**config.mk**
```make
export PLATFORM = sky130hd
export DESIGN_NAME = hs_rx
export DESIGN_NICKNAME = d
export VERILOG_FILES = /design/src/rtl/hs_pkg.sv /design/src/rtl/bit_sync.sv /design/src/rtl/hs_rx.sv
export SDC_FILE = /design/constraint.sdc
export NUM_CORES = 1
export LEC_CHECK = 0
export CORE_AREA = 5 5 42 44
export CTS_BUF_LIST = sky130_fd_sc_hd__clkbuf_8
export DETAILED_ROUTE_END_ITERATION = 8
export DIE_AREA = 0 0 47 49
export GPL_TIMING_DRIVEN = 0
export PLACE_DENSITY = 0.75
export SKIP_LAST_GASP = 1
export SLEW_MARGIN = 15
export SYNTH_ARGS = -nofsm -noshare
export SYNTH_HDL_FRONTEND = slang
export SYNTH_HIERARCHICAL = 1
export SYNTH_SLANG_ARGS = --single-unit
```
**constraint.sdc**
```tcl
create_clock -name sclk -period 1.2 [get_ports sclk]
set_input_delay 0.3 -clock sclk [delete_from_list [all_inputs] [get_ports sclk]]
set_output_delay 0.3 -clock sclk [all_outputs]
set_load 0.02 [all_outputs]
```
**src/rtl/hs_pkg.sv**
```systemverilog
// hs_pkg: shared FSM state encoding and parameter defaults for the hs_rx receiver
package hs_pkg;
    localparam int HS_WIDTH_DEF = 8;
    localparam int HS_SYNC_DEF  = 2;
    typedef enum logic [1:0] {
        IDLE  = 2'd0,
        STALL = 2'd1,
        ACK   = 2'd2
    } hs_state_e;
endpackage

```
**src/rtl/bit_sync.sv**
```systemverilog
// bit_sync: STAGES-deep single-bit synchronizer, asynchronously reset to 0
//   sclk  - destination clock
//   reset - asynchronous active-high reset
//   d     - asynchronous input level
//   q     - synchronized level
module bit_sync #(
    parameter int STAGES = 2
) (
    input  logic sclk,
    input  logic reset,
    input  logic d,
    output logic q
);
    logic [STAGES-1:0] ff;
    always_ff @(posedge sclk or posedge reset)
        if (reset) ff <= '0;
        else       ff <= {ff[STAGES-2:0], d};
    assign q = ff[STAGES-1];
endmodule

```
**src/rtl/hs_rx.sv**
```systemverilog
// hs_rx: 4-phase bundled-data receiver with a one-word holding register
//   sclk      - single clock, all flops on its rising edge
//   reset     - asynchronous active-high reset
//   req_a     - asynchronous 4-phase request level from the sender
//   data_a    - bundled data, stable while req_a is high
//   ack       - registered 4-phase acknowledge back to the sender
//   out_valid - holding register contains a word
//   out_ready - consumer accepts the word when out_valid is also high
//   out_data  - held word
//   err       - sticky flag for a request withdrawn while stalled (HS_RX_CHK_EN only)
// Optional macro HS_RX_CHK_EN compiles in the err port and its checker.
module hs_rx
    import hs_pkg::*;
#(
    parameter int WIDTH       = HS_WIDTH_DEF,
    parameter int SYNC_STAGES = HS_SYNC_DEF
) (
    input  logic             sclk,
    input  logic             reset,
    input  logic             req_a,
    input  logic [WIDTH-1:0] data_a,
    output logic             ack,
    output logic             out_valid,
    input  logic             out_ready,
    output logic [WIDTH-1:0] out_data
`ifdef HS_RX_CHK_EN
    ,
    output logic             err
`endif
);
    logic      req_s;
    logic      free;
    logic      cap;
    hs_state_e state;
    hs_state_e nxt;

    bit_sync #(.STAGES(SYNC_STAGES)) u_req_sync (
        .sclk (sclk),
        .reset(reset),
        .d    (req_a),
        .q    (req_s)
    );

    // The register is free if empty or being drained on this same edge.
    always_comb begin
        free = !out_valid || out_ready;
        nxt  = (state == ACK) ? (req_s ? ACK : IDLE)
                              : (!req_s ? IDLE : (free ? ACK : STALL));
        cap  = (state != ACK) && req_s && free;
    end

    // ack is its own flop so the sender never sees a decode glitch.
    always_ff @(posedge sclk or posedge reset)
        if (reset) begin
            state     <= IDLE;
            ack       <= 1'b0;
            out_valid <= 1'b0;
            out_data  <= '0;
        end else begin
            state <= nxt;
            ack   <= (nxt == ACK);
            if (cap) begin
                out_valid <= 1'b1;
                out_data  <= data_a;
            end else if (out_ready) begin
                out_valid <= 1'b0;
            end
        end

`ifdef HS_RX_CHK_EN
    // STALL is only entered with req_s high, so req_s low there is a withdrawal.
    always_ff @(posedge sclk or posedge reset)
        if (reset)                          err <= 1'b0;
        else if (state == STALL && !req_s) err <= 1'b1;
`endif
endmodule

```
==> summary.txt <==
Route
  – DR iter-0 viols: 1
  – Drt wl/cell: 13.3 um
  – Vias per cell: 4.46
  – Count of TritonRoute iterations in the first routing pass: 2
  – Routed Wire Length: 1.01 mm
  – DRC Markers: 0
  – Vias post-DR: 339
  – Post-DRT Antenna Nets: 0

Final layout
  – Ant diodes: 0
  – # nets final: 73
  – Layout Utilization: 57.5%
  – Layout cell share with drive strength beyond 1: 43.3%
  – Commonest non-fill, non-tap cell in the layout: dfrtp_1
  – Commonest cells after routing, fill and taps aside: dfrtp_1 (14), clkdlybuf4s50_1 (10), mux2_2 (7), buf_2 (5)
  – Area delta synth->final: 54.1%

Floorplanning
  – Core area: 1400 sq um
  – DIE HEIGHT: 49 um
  – Die ar.: 2300 sq um
  – Die W: 47 um
  – Ports: 22
  – # rows: 14
  – Initial Utilization: 37.3%

Setup path
  – CP arrival: 1300 ps
  – Critical Path Fanout Max: 8
  – CP endpoint kind: register
  – Worst reg2reg path depth: 4
  – Crit path kind: reg -> reg
  – CP required: 1320 ps
  – Crit start category: register

Power and ir drop
  – Power Total: 1.37 mW
  – Power Density: 1700 nW/um^2
  – Peak VDD IR: 1250 uV
  – Pleak: 0.380 nW

Timing
  – Minimum clock period: 1170 ps
  – RSZ-0062 raised after global routing: yes
  – Worst slew margin: 70.5%
  – Final worst-path cycle share: 97.7%
  – Achievable Freq: 0.853 GHz
  – Hold_ws: 233 ps
  – Worst-Margin Slew: 442 ps
  – Slew Viols, Final: 0
  – Endpoints failing hold: 0
  – Clock skew: 2.42 ps
  – Setup TNS Final: 0 ps
  – Final setup vio count: 0
  – Final worst slack: 27.6 ps

Run status
  – Outcome: finished clean

Global route
  – Initial antenna violation count: 0
  – Largest net degree at the start of global routing: 13
  – Vias in the first global route: 357
  – GRT Util Overall: 9.89%
  – Grt ovf: 0
  – First-pass GRT wire length: 1.63 mm

Synth
  – Mapped Cells: 33
  – Syn Std Cell Area: 523 sq um
  – Mapped Avg Cell Area: 15.8 sq um
  – Sequential area share after synthesis: 67.0%
  – Post-synthesis cell type count: 8
  – Warnings from Yosys: 6
  – Syn_nets: 45
  – FF+latch count, synth: 14

Place
  – Post-Place Setup Slack: -298 ps
  – Final GP Congestion: 0.619
  – IO Port Bufs: 21

Clock network
  – Total CTS buffers: 3
  – Worst-Skew Late Latency: 240 ps
  – Clock-pin slew on the worst setup and hold paths: 60 ps
  – CTS H-tree depth: 1
  – CTS Root Cell: clkbuf_8
  – # clock sinks: 14
  – Worst-case clock buffer depth: 2
  – CTS tree: done

Worst hold path
  – Min-Delay Path Class: in -> async

Flow run
  – Max cap viols: 0
==> critical path: stages, from the launching register on <==
cell      delay (ps)
dfrtp_1          380
buf_4            140
nand2b_4          70
nand3_4          130
mux2_4           330
==> flip-flops by register name (all words and copies together) (netlist names) <==
signal / flops
state: 2
u_req_sync/ff: 2
out_data: 8
ack: 1
out_valid: 1
==> layer usage <==
layer	global-route usage, %	wire (um)	up-vias
li1	-	-	164
met2	16.7	584	8
met3	3.32	60	2
met4	2.76	7	0
met1	11.4	360	165
met5	0	0	-
==> report_power, final <==
group | internal, mW | total, mW | switching (mW)
sequential | 0.546 | 0.583 | 0.0369
clock | 0.290 | 0.450 | 0.160
combinational | 0.169 | 0.334 | 0.166
total | 1.00 | 1.37 | 0.363
==> area by class of cell <==
cell class / count / area (sq um)
well taps: 16 / 20.0
repair buffers: 23 / 204
fillers: 128 / 596
inverters: 3 / 11.3
clock buffers: 4 / 55.1
multi-input cells: 16 / 165
flip-flops and latches: 14 / 350
==> logic make-up (layout without fill, tap and decap cells) <==
| group | count (synthesis) | in the layout | share of synthesized area [%] |
|---|---|---|---|
| flip-flops | 14 | 14 | 67.0 |
| AO/OA/AOI/OAI | 2 | 2 | 2.87 |
| AND/OR/NAND/NOR | 6 | 6 | 10.8 |
| buffers and inverters | 3 | 30 | 2.15 |
| multiplexers | 8 | 8 | 17.2 |
==> cells in the mapped netlist <==
cell | count | area share (%)
nand3_4 | 1 | 3.3
mux2_2 | 8 | 17
nor2_1 | 1 | 0.72
dfrtp_1 | 14 | 67
nand2b_4 | 2 | 5.3
inv_1 | 3 | 2.2
nand2_1 | 2 | 1.4
a21boi_0 | 2 | 2.9
==> path summary, 6_finish.rpt <==
check	slack, ps	to	startpoint
worst min-delay path	230	u_req_sync/ff[0]$_DFF_PP0_	reset
worst max-delay path	30	out_data[7]$_DFFE_PP0P_	out_valid$_DFFE_PP0P_
min in group sclk	360	u_req_sync/ff[1]$_DFF_PP0_	u_req_sync/ff[0]$_DFF_PP0_
worst min register to register	360	u_req_sync/ff[1]$_DFF_PP0_	u_req_sync/ff[0]$_DFF_PP0_
worst max register to register	30	out_data[7]$_DFFE_PP0P_	out_valid$_DFFE_PP0P_
max in group asynchronous	510	out_data[4]$_DFFE_PP0P_	reset
==> metrics by stage <==
stage          std cells  area, sq um
3_5_place_dp          70          753
2_1_floorplan         33          523
5_1_grt               76          806
4_1_cts               75          830
3_3_place_gp          70          753
6_report              76          806
==> timing repair <==
action,CTS,global route
gates resized for setup,31,5
hold buffers,0,0
setup buffers,1,1
pin swaps,1,0
setup endpoints to repair,18,6
Note: power is estimated with default switching activity, not from simulation.
